$ cat src/rtl/fib_seq_pkg.sv
// Shared types and default widths for the Fibonacci request sequencer.
// The widths match the fsm_num_gen defaults.
package fib_seq_pkg;

  localparam int unsigned FIB_DATA_WIDTH  = 64;
  localparam int unsigned FIB_ORDER_WIDTH = 16;
  localparam int unsigned FIB_CYC_WIDTH   = 32;

  typedef enum logic [1:0] {
    RSP_OK  = 2'd0,
    RSP_ERR = 2'd1,
    RSP_OVF = 2'd2
  } rsp_status_e;

  typedef enum logic [2:0] {
    ST_SETTLE = 3'd0,
    ST_IDLE   = 3'd1,
    ST_LOAD1  = 3'd2,
    ST_LOAD2  = 3'd3,
    ST_WAIT   = 3'd4,
    ST_CLEAR  = 3'd5,
    ST_RESP   = 3'd6
  } seq_state_e;

endpackage

$ cat src/rtl/sat_counter.sv
// Saturating up-counter with synchronous clear (clear wins over enable).
// Used to measure generator compute cycles.
module sat_counter #(
  parameter int unsigned CYC_WIDTH = 32
) (
  input  logic                 clk,
  input  logic                 reset_n,
  input  logic                 clear_i,
  input  logic                 enable_i,
  output logic [CYC_WIDTH-1:0] count_o
);

  localparam logic [CYC_WIDTH-1:0] CountOne = {{(CYC_WIDTH-1){1'b0}}, 1'b1};

  logic [CYC_WIDTH-1:0] count_q, count_d;

  always_comb begin
    count_d = count_q;
    if (clear_i) begin
      count_d = '0;
    end else if (enable_i && (count_q != '1)) begin
      count_d = count_q + CountOne;
    end
  end

  always_ff @(posedge clk or negedge reset_n) begin
    if (!reset_n) begin
      count_q <= '0;
    end else begin
      count_q <= count_d;
    end
  end

  assign count_o = count_q;

endmodule

$ cat src/rtl/fib_req_sequencer.sv
// Valid/ready front-end for fsm_num_gen: loads a job, waits for done/overflow/error,
// clears the generator when needed and returns result, status and compute-cycle count.
module fib_req_sequencer
  import fib_seq_pkg::*;
#(
  parameter int unsigned DATA_WIDTH  = FIB_DATA_WIDTH,
  parameter int unsigned ORDER_WIDTH = FIB_ORDER_WIDTH,
  parameter int unsigned CYC_WIDTH   = FIB_CYC_WIDTH
) (
  input  logic                   clk,
  input  logic                   reset_n,
  input  logic                   req_valid,
  output logic                   req_ready,
  input  logic [DATA_WIDTH-1:0]  req_data,
  input  logic [ORDER_WIDTH-1:0] req_order,
  output logic                   rsp_valid,
  input  logic                   rsp_ready,
  output logic [DATA_WIDTH-1:0]  rsp_data,
  output logic [1:0]             rsp_status,
  output logic [CYC_WIDTH-1:0]   rsp_cycles,
  output logic                   gen_load,
  output logic                   gen_clear,
  output logic [DATA_WIDTH-1:0]  gen_data,
  output logic [ORDER_WIDTH-1:0] gen_order,
  input  logic [DATA_WIDTH-1:0]  gen_data_out,
  input  logic                   gen_done,
  input  logic                   gen_overflow,
  input  logic                   gen_error
);

  seq_state_e             state_q, state_d;
  logic [DATA_WIDTH-1:0]  gen_data_q, gen_data_d;
  logic [ORDER_WIDTH-1:0] gen_order_q, gen_order_d;
  logic [DATA_WIDTH-1:0]  rsp_data_q, rsp_data_d;
  rsp_status_e            rsp_status_q, rsp_status_d;
  logic                   gen_load_q, gen_load_d;
  logic                   gen_clear_q, gen_clear_d;
  logic                   cnt_clear, cnt_enable;

  always_comb begin
    state_d      = state_q;
    gen_data_d   = gen_data_q;
    gen_order_d  = gen_order_q;
    rsp_data_d   = rsp_data_q;
    rsp_status_d = rsp_status_q;
    cnt_clear    = 1'b0;
    cnt_enable   = 1'b0;

    case (state_q)
      ST_SETTLE: state_d = ST_IDLE;
      ST_IDLE: begin
        if (req_valid) begin
          gen_data_d  = req_data;
          gen_order_d = req_order;
          cnt_clear   = 1'b1;
          state_d     = ST_LOAD1;
        end
      end
      ST_LOAD1: state_d = ST_LOAD2;
      ST_LOAD2: state_d = ST_WAIT;
      ST_WAIT: begin
        // Priority: done beats overflow, overflow beats error.
        cnt_enable = 1'b1;
        if (gen_done) begin
          rsp_data_d   = gen_data_out;
          rsp_status_d = RSP_OK;
          state_d      = ST_RESP;
        end else if (gen_overflow) begin
          rsp_data_d   = gen_data_out;
          rsp_status_d = RSP_OVF;
          state_d      = ST_CLEAR;
        end else if (gen_error) begin
          rsp_data_d   = '0;
          rsp_status_d = RSP_ERR;
          state_d      = ST_CLEAR;
        end
      end
      ST_CLEAR: state_d = ST_RESP;
      ST_RESP: begin
        if (rsp_ready) begin
          state_d = ST_IDLE;
        end
      end
      default: state_d = ST_SETTLE;
    endcase

    // Generator controls are registered from the next state so they line up with it.
    gen_load_d  = (state_d == ST_LOAD1) || (state_d == ST_LOAD2);
    gen_clear_d = (state_d == ST_CLEAR);
  end

  always_ff @(posedge clk or negedge reset_n) begin
    if (!reset_n) begin
      state_q      <= ST_SETTLE;
      gen_data_q   <= '0;
      gen_order_q  <= '0;
      rsp_data_q   <= '0;
      rsp_status_q <= RSP_OK;
      gen_load_q   <= 1'b0;
      gen_clear_q  <= 1'b0;
    end else begin
      state_q      <= state_d;
      gen_data_q   <= gen_data_d;
      gen_order_q  <= gen_order_d;
      rsp_data_q   <= rsp_data_d;
      rsp_status_q <= rsp_status_d;
      gen_load_q   <= gen_load_d;
      gen_clear_q  <= gen_clear_d;
    end
  end

  sat_counter #(
    .CYC_WIDTH(CYC_WIDTH)
  ) u_cycles (
    .clk     (clk),
    .reset_n (reset_n),
    .clear_i (cnt_clear),
    .enable_i(cnt_enable),
    .count_o (rsp_cycles)
  );

  assign req_ready  = (state_q == ST_IDLE);
  assign rsp_valid  = (state_q == ST_RESP);
  assign rsp_data   = rsp_data_q;
  assign rsp_status = rsp_status_q;
  assign gen_load   = gen_load_q;
  assign gen_clear  = gen_clear_q;
  assign gen_data   = gen_data_q;
  assign gen_order  = gen_order_q;

endmodule

$ cat config.mk
export PLATFORM = sky130hd
export DESIGN_NAME = fib_req_sequencer
export DESIGN_NICKNAME = d
export VERILOG_FILES = /design/src/rtl/fib_seq_pkg.sv /design/src/rtl/sat_counter.sv /design/src/rtl/fib_req_sequencer.sv
export SDC_FILE = /design/constraint.sdc
export NUM_CORES = 1
export LEC_CHECK = 0
export BUFFER_PORTS_ARGS = -buffer_cell sky130_fd_sc_hd__buf_2
export CAP_MARGIN = 20
export CORE_AREA = 4 4 135 137
export DETAILED_ROUTE_END_ITERATION = 12
export DIE_AREA = 0 0 139 141
export PLACE_DENSITY = 0.76
export SKIP_LAST_GASP = 1
export SYNTH_ARGS = -nofsm -noshare
export SYNTH_HDL_FRONTEND = slang
export SYNTH_SLANG_ARGS = --single-unit
$ cat constraint.sdc
create_clock -name clk -period 6.86 [get_ports clk]
set_clock_uncertainty 0.15 [all_clocks]
set_input_delay 1.029 -clock clk [delete_from_list [all_inputs] [get_ports clk]]
set_output_delay 1.029 -clock clk [all_outputs]
set_load 0.05 [all_outputs]
; ---- Word level (Yosys, flattened, before mapping)
; Index checks and enable logic that the tools add are counted.
[op_classes]
n_mux = 17
add_sub_neg = 1
reduce_logical = 7
n_eq_ne = 10
[op_table]
columns = op, n
row1 = 64-bit 2-to-1 mux, 3
row2 = 32-bit 2-to-1 mux, 2
row3 = "32-bit by 1-bit adder with 32-bit output, second input constant", 1
row4 = "32-bit != test, second input constant", 1
row5 = 3-bit one-hot mux with 7 select lines, 1
row6 = 3-bit 2-to-1 mux, 5
row7 = "3-bit by 2-bit == test with 1-bit output, second input constant", 4
row8 = "3-bit == test, second input constant", 4
row9 = 2-bit 2-to-1 mux, 3
row10 = 2-bit AND reduction, 2
row11 = "3-bit by 1-bit == test with 1-bit output, second input constant", 1
row12 = 3-bit logical NOT, 1
row13 = 1-bit 2-to-1 mux, 3
row14 = 3-bit nonzero test, 1
row15 = 2-bit nonzero test, 1
row16 = 1-bit logical AND, 1
row17 = 1-bit logical OR, 1
[totals]
ff_bits = 183
input_bits = 151
elab_cells = 43

; ---- Logic depth before layout (Yosys ltp)
; Gate-level depths: netlist of the first run.
[depth]
depth_word = 6
depth_mapped = 8
depth_no_buf = 6

; ---- By module
; A second synthesis of the first run with hierarchy kept.
[unflattened]
hier_cells = 547
area_unflattened_um2 = 7495.9
[modules_own_cells]
columns = module, area_each_um2, cells_each, n_inst
row1 = fib_req_sequencer, 5641.7, 349, 1
row2 = sat_counter, 1854.3, 198, 1

; ---- Least setup slack after synthesis of the first run
; OpenSTA, ideal clock, no wires.
[synth_timing]
kind = flip-flop to flip-flop
start = register u_cycles.count_q[8] (netlist: u_cycles.count_o[8])
end = register u_cycles.count_q[21] (netlist: u_cycles.count_o[21])
arrival_ns = 2.490
t_required_ns = 6.584
stages_incl_launch_ff = 8
path_buffers = 2
setup_ns = 0.126
setup_slack_ns = 4.094
path_cell_list = dfrtp_1 -> buf_4 -> nand4_2 -> nor4_1 -> or4b_4 -> buf_6 -> and4_4 -> a221o_1
[synth_via]
elab_chain_len = 3
elab_cells_between_ends = 6
[synth_rtl]
columns = element, line_no
row1 = start: declaration, sat_counter.sv:15  ; logic [CYC_WIDTH-1:0] count_q, count_d;
row2 = start signal: assignment, sat_counter.sv:30  ; count_q <= count_d;
row3 = 32-bit by 1-bit adder with 32-bit output or 32-bit != test (tied branches), "sat_counter.sv:22, sat_counter.sv:21"
row4 = 32-bit 2-to-1 mux or 1-bit logical AND (tied branches), sat_counter.sv:21  ; end else if (enable_i && (count_q != '1)) begin
row5 = 32-bit 2-to-1 mux or 2-bit nonzero test (tied branches), n/a
; Parallel ways exist; a longest one is shown, timed or not. The select of a mux whose other input is x is not followed.
; A chain may end at the register's enable or synchronous reset.

; ---- Final worst setup path of the first run
[layout_timing]
start = register u_cycles.count_q[8] (netlist: u_cycles.count_o[8])
end = register u_cycles.count_q[0] (netlist: u_cycles.count_o[0])
[layout_via]
elab_chain_len = 3
[layout_rtl]
columns = element, line_no
row1 = 32-bit != test, sat_counter.sv:21
row2 = 1-bit logical AND, sat_counter.sv:21
row3 = 2-bit nonzero test (no line), n/a
; No other way between the ends.

==> impl_metrics.ini, run 1 <==
[status]
status = complete, no violations

[setup_path]
endpoint_kind = register
cp_max_fo = 24
cp_slowest_cell = or4b_4
crit_path_start_kind = register
worst-setup-path-type = register to register
critical-path-max-stage-delay_ps = 730
path_cells = nand4_2 > nor4_1 > or4b_4 > a21oi_4 > mux2_2
cp.arrival_ps = 3070
crit_required_ps = 7060

[drt]
vias = 6786
ant_nets = 0
routed_wirelength_um = 22700
via_per_inst = 5.25
dr.first_iter.drc_count = 448
drc = 0
wl_per_cell_um = 17.5
first_pass_iters = 5

[timing]
setup_ws_ps = 4000
tightest_slew_ps = 1070
fin_tns_setup_ps = 0
max_freq_mhz = 349
finalSetupViolations = 0
holdWs_ps = 319
slew_headroom = 0.286
period_minus_slack_ps = 2860
rsz0062_at_grt = no
period_share = 0.417
slew_viol_final = 0
hold_viol_final = 0

[power_and_ir_drop]
p_leak_uw = 0.00541
p_int_uw = 2740
p_seq_frac = 0.318
clkPwrFrac = 0.167
vdd_drop_max_mv = 0.364
p_switching_uw = 3020
p_sw_frac = 0.524
comb_power_share = 0.514
power_density_nw_per_um2 = 578

[die]
dieWidth_um = 139
dieArea_sq_um = 19600
start_util = 0.443
rows = 48
io_pins = 333
core_area_sq_um = 17100
die_y_um = 141

[clock_network]
post-cts-setup-buffer-count = 0
root_buffer = clkbuf_16
cts_buffer_depth = 2
path_clk_slew_ps = 70
clk_latency_ps = 410
htreeDepth = 4
cts-resized-gates = 0
cts_tree = built
clock_sinks = 183
cts_hold_buffers = 0
numCtsBuffers = 17

[synthesis]
synth-edff-count = 0
post-synth-top-count-cell = nand2_1
synthSimpleGateAreaFrac = 0.214
seq_area_frac_synth = 0.606
async_flop_share = 1.00
synth-seq-cells = 183
synthAdderAreaFrac = 0.00166
yosysWarningCount = 0
synth_nets = 896
synth.top_cells.by_count = 257 x nand2_1, 183 x dfrtp_1, 67 x a22o_1
yosys-mux-area-fraction = 0.00414
yosys.area.top_type_share = 0.606
synth.area.top_cells = dfrtp_1 61%, nand2_1 13%, a22o_1 7.8%, a31oi_1 2.0%, clkbuf_1 1.9%
synth_top_area_cell = dfrtp_1
synth-main-ff-cell = dfrtp_1
synth_cell_types = 50
synthXorXnorAreaFrac = 0.00232
avgSynthCellArea_sq_um = 10.2
synthCells = 744
synth_top_family_by_area = simple AND/OR/NAND/NOR gates
synth-compound-area-share = 0.139
syn_area_sq_um = 7550

[final_layout]
seq_area_sq_um = 4580
nFillCells = 1510
final_area_sq_um = 9960
area_growth_pct = 31.9
multi_input_area_sq_um = 2750
fin_nets = 1205
drive_gt1_frac = 0.361

[placement]
pre_cts_slack_ps = 3820
hpwl_um = 15900
gp_congestion = 0.810
port-buffer-count = 332
place_area_sq_um = 9380

[grt]
grtUsageTotal = 0.225
grt_pass1_vias = 6929
grt_overflow = 0
grt_pass1_wl_um = 36000
antenna_found_initial = 1
grt_max_degree = 85

[job]
drv_cap = 0

[worst_hold_path]
hp-class = register to register
-- layout make-up --
| class | instances | area share |
|---|---|---|
| flip-flops and latches | 183 | 0.460 |
| repair buffers | 341 | 0.174 |
| clock inverters | 13 | 0.0137 |
| diodes | 1 | 0.000251 |
| clock buffers | 19 | 0.0445 |
| well taps | 225 | 0.0283 |
| inverters | 9 | 0.00339 |
| multi-input cells | 501 | 0.276 |
-- cells in the final DEF (no fill, tap or decap), types with 4 or more instances in the layout --
| master | n |
|---|---|
| buf_2 | 331 |
| nand2_1 | 256 |
| dfrtp_1 | 183 |
| a22o_1 | 67 |
| nand3_1 | 25 |
| a31oi_1 | 24 |
| clkbuf_16 | 17 |
| nor2_1 | 11 |
| nor3_1 | 11 |
| or3_1 | 9 |
| inv_1 | 9 |
| buf_4 | 9 |
| nor4_1 | 8 |
| and3_1 | 7 |
| nand4_1 | 7 |
| or4_1 | 7 |
| a21oi_1 | 6 |
| o31ai_1 | 5 |
| o31a_1 | 5 |
| clkinvlp_4 | 5 |
| nor2b_1 | 4 |
| o21ai_0 | 4 |
| a221o_1 | 4 |
-- power groups by stage --
| stage | sequential [uW] | combinational (uW) | clock, uW |
|---|---|---|---|
| after detailed placement | 1820 | 3000 | 0 |
| after floorplan | 3340 | 701 | 0 |
| final | 1830 | 2960 | 964 |
| after global placement | 1820 | 2940 | 0 |
| after CTS | 1830 | 2980 | 986 |
| after global routing | 1890 | 3130 | 1030 |
-- routing by layer --
| metal | part of all wire | vias up | global-route usage |
|---|---|---|---|
| li1 | - | 3207 | - |
| met1 | 0.39 | 3280 | 0.280 |
| met3 | 0.085 | 27 | 0.0709 |
| met5 | 0 | - | 0 |
| met2 | 0.50 | 272 | 0.379 |
| met4 | 0.018 | 0 | 0.0685 |
-- registers in the layout, summed over array words and instances, names as in the netlist --
name,count
u_cycles.count_o,32
gen_clear,1
gen_order,16
state_q,3
gen_data,64
gen_load,1
rsp_data,64
rsp_status,2
-- metrics by stage --
step           utilization  total power, uW  cells
3_3_place_gp         0.550             4770   1259
5_1_grt              0.584             6050   1292
3_5_place_dp         0.550             4820   1259
6_report             0.584             5760   1292
2_1_floorplan            -             4040    744
4_1_cts              0.584             5800   1291
-- cells by family after synthesis --
group                    count (synthesis)
multiplexers                             3
adder cells (fa/ha/maj)                  1
flip-flops                             183
AND/OR/NAND/NOR                        363
XOR/XNOR                                 2
buffers and inverters                   60
AO/OA/AOI/OAI                          132
-- worst paths after layout --
path | startpoint | to | slack, ps | cells after the start
setup / recovery | u_cycles.count_o[8]$_DFFE_PN0P_ | u_cycles.count_o[0]$_DFFE_PN0P_ | 4000 | 5
hold / removal | gen_data[47]$_DFFE_PN0P_ | gen_data[47]$_DFFE_PN0P_ | 320 | 2
setup reg to reg | u_cycles.count_o[8]$_DFFE_PN0P_ | u_cycles.count_o[0]$_DFFE_PN0P_ | 4000 | 5
hold reg to reg | gen_data[47]$_DFFE_PN0P_ | gen_data[47]$_DFFE_PN0P_ | 320 | 2
max in group asynchronous | reset_n | gen_data[15]$_DFFE_PN0P_ | 4910 | 2
min in group asynchronous | reset_n | u_cycles.count_o[25]$_DFFE_PN0P_ | 340 | 1
-- critical path: cells and delay by family, from the launching register on --
family	cells	cell delay (ps)
AOI/OAI and AO/OA	1	360
DFF	1	500
muxes	1	220
and+or+nand+nor	3	1570
Power figures use the tool's default switching activity.
==> run 2: changes to the inputs <==
- ABC_AREA: not set -> 1
- CORE_AREA: 4 4 135 137 -> 4 4 139 141
- DIE_AREA: 0 0 139 141 -> 0 0 143 145
- clock period: 6.86 -> 2.36 ns (I/O delays scaled with it)
==> run 2 against run 1 <==
  * Clock power rose to 2.9 times the previous value
  * Global-route usage down 0.49 points
  * Critical path depth up 3
  * Cell count up 3.9%
  * Register-to-register slack worse by 3800 ps
  * Largest power group unchanged
  * Highest routed layer unchanged
==> impl_metrics.ini, run 2 <==
[status]
status = complete, no violations

[clock_network]
cts_buffer_depth = 2
clock_sinks = 183
cts-resized-gates = 0
post-cts-setup-buffer-count = 0
path_clk_slew_ps = 70
cts_hold_buffers = 105
clk_latency_ps = 420
root_buffer = clkbuf_16
numCtsBuffers = 17
cts_tree = built
htreeDepth = 4

[die]
rows = 49
start_util = 0.430
io_pins = 333
core_area_sq_um = 18000
dieArea_sq_um = 20700
dieWidth_um = 143
die_y_um = 145

[timing]
slew_viol_final = 0
rsz0062_at_grt = no
max_freq_mhz = 452
slew_headroom = 0.436
period_share = 0.936
hold_viol_final = 0
finalSetupViolations = 0
tightest_slew_ps = 846
holdWs_ps = 17.2
fin_tns_setup_ps = 0
period_minus_slack_ps = 2210

[synthesis]
synthCells = 666
synthAdderAreaFrac = 0.00162
synth-seq-cells = 183
yosys-mux-area-fraction = 0.121
synth_nets = 818
synthXorXnorAreaFrac = 0.0170
syn_area_sq_um = 7720
synth-compound-area-share = 0.0872
synth_top_family_by_area = simple AND/OR/NAND/NOR gates
seq_area_frac_synth = 0.593
avgSynthCellArea_sq_um = 11.6
synthSimpleGateAreaFrac = 0.137
yosysWarningCount = 0
synth-main-ff-cell = dfrtp_1
yosys.area.top_type_share = 0.593
synth.area.top_cells = dfrtp_1 59%, mux2_2 8.9%, a22o_1 7.3%, nand2_1 5.3%, nand3_1 4.3%
synth_top_area_cell = dfrtp_1
post-synth-top-count-cell = dfrtp_1
synth_cell_types = 33
async_flop_share = 1.00
synth-edff-count = 0
synth.top_cells.by_count = 183 x dfrtp_1, 109 x nand2_1, 67 x nand3_1

[drt]
via_per_inst = 5.03
routed_wirelength_um = 23100
first_pass_iters = 5
drc = 0
wl_per_cell_um = 17.2
dr.first_iter.drc_count = 353
vias = 6755
ant_nets = 0

[worst_hold_path]
min_from = req_data[39]
min_to = gen_data[39]$_DFFE_PN0P_
hp-class = input port to register
hold_depth = 2

[final_layout]
fin_nets = 1250
layout_commonest_cell = buf_2
most-common-layout-cells = 331 x buf_2, 183 x dfrtp_1, 109 x nand2_1
area_growth_pct = 45.6
final_area_sq_um = 11200
drive_gt1_frac = 0.407
nFillCells = 1381
utilization = 0.625

[power_and_ir_drop]
vdd_drop_max_mv = 1.21
p_leak_uw = 0.00574
power_density_nw_per_um2 = 1670

[grt]
grt_pass1_vias = 6858
antenna_found_initial = 2
grt_pass1_wl_um = 36600
grtUsageTotal = 0.220
grt_max_degree = 72
grt_overflow = 0

[placement]
gp_congestion = 0.888
place_area_sq_um = 9600
hpwl_um = 15600
port-buffer-count = 332

[setup_path]
timing.rr.start = u_cycles.count_o[0]$_DFFE_PN0P_
crit_path_start_kind = register
endpoint_kind = register
crit_required_ps = 2560
r2r_setup_slack_ps = 150
cp_common_cell = nand2_1
cpLargestDelayFamily = compound AO/OA/AOI/OAI gates
r2r_end = u_cycles.count_o[29]$_DFFE_PN0P_
path_cells = ha_1 > nand2_1 > nor2_1 > nand2_2 > nor2_8 > a21oi_2 > nand3_1 > nand2_1
critPathBufInv = 0
cp_max_fo = 18
cp.arrival_ps = 2410
critical-path-max-stage-delay_ps = 650
worst-setup-path-type = register to register
cp_slowest_cell = a21oi_2
reg2reg_depth = 8

[job]
drv_cap = 0
-- run 2: worst reg2reg max path: cells and delay by family (launching register included) --
kind	cells	cell delay [ps]
adders and majority gates	1	260
DFF	1	430
and+or+nand+nor	6	640
AOI/OAI and AO/OA	1	650
-- run 2: power breakdown --
group	total [uW]	switching (uW)	leakage, uW	internal [uW]
clock network	2750	1320	0.000273	1430
registers	5780	1120	0.00227	4660
logic	10300	7510	0.00319	2770
-- run 2: cell type report --
class                      count  area [sq um]  share of cell area
antenna                        3          7.51            0.000668
clock buffer                  19           443              0.0394
clock inverter                13           130              0.0116
inverter                      30           113              0.0100
multi-input combinational    421          2820               0.251
sequential                   183          4580               0.408
tap                          229           287              0.0255
timing repair buffer         445          2850               0.254
-- run 2: per-stage QoR --
stage | setup WS (ps) | total power, uW | std cells
2_1_floorplan | 241 | 13400 | 666
3_3_place_gp | 237 | 15700 | 1203
3_5_place_dp | 197 | 15900 | 1203
4_1_cts | 162 | 18900 | 1340
5_1_grt | 3.59 | 19700 | 1342
6_report | 150 | 18800 | 1343
-- run 2: cells by family after synthesis --
| logic type | Yosys count |
|---|---|
| and+or+nand+nor | 240 |
| muxes | 80 |
| DFF | 183 |
| buffers and inverters | 62 |
| adders and majority gates | 1 |
| xor gates and xnor gates | 15 |
| AOI/OAI and AO/OA | 85 |
-- run 2: worst max path at each step --
stage / slack (ps) / from / depth (start not counted) / endpoint
after floorplan: 240 / u_cycles.count_o[0]$_DFFE_PN0P_ / 9 / u_cycles.count_o[26]$_DFFE_PN0P_
after global placement: 240 / u_cycles.count_o[0]$_DFFE_PN0P_ / 8 / u_cycles.count_o[31]$_DFFE_PN0P_
after detailed placement: 200 / u_cycles.count_o[0]$_DFFE_PN0P_ / 8 / u_cycles.count_o[23]$_DFFE_PN0P_
after CTS: 160 / u_cycles.count_o[0]$_DFFE_PN0P_ / 8 / u_cycles.count_o[29]$_DFFE_PN0P_
after global routing: 4 / u_cycles.count_o[0]$_DFFE_PN0P_ / 8 / u_cycles.count_o[29]$_DFFE_PN0P_
final: 150 / u_cycles.count_o[0]$_DFFE_PN0P_ / 8 / u_cycles.count_o[29]$_DFFE_PN0P_
-- run 2: routing by layer --
layer / up-vias / track usage / share of wire
met3: 60 / 0.0480 / 0.068
met2: 289 / 0.374 / 0.50
met4: 0 / 0.0932 / 0.034
met1: 3248 / 0.270 / 0.40
li1: 3158 / - / -
met5: - / 0 / 0
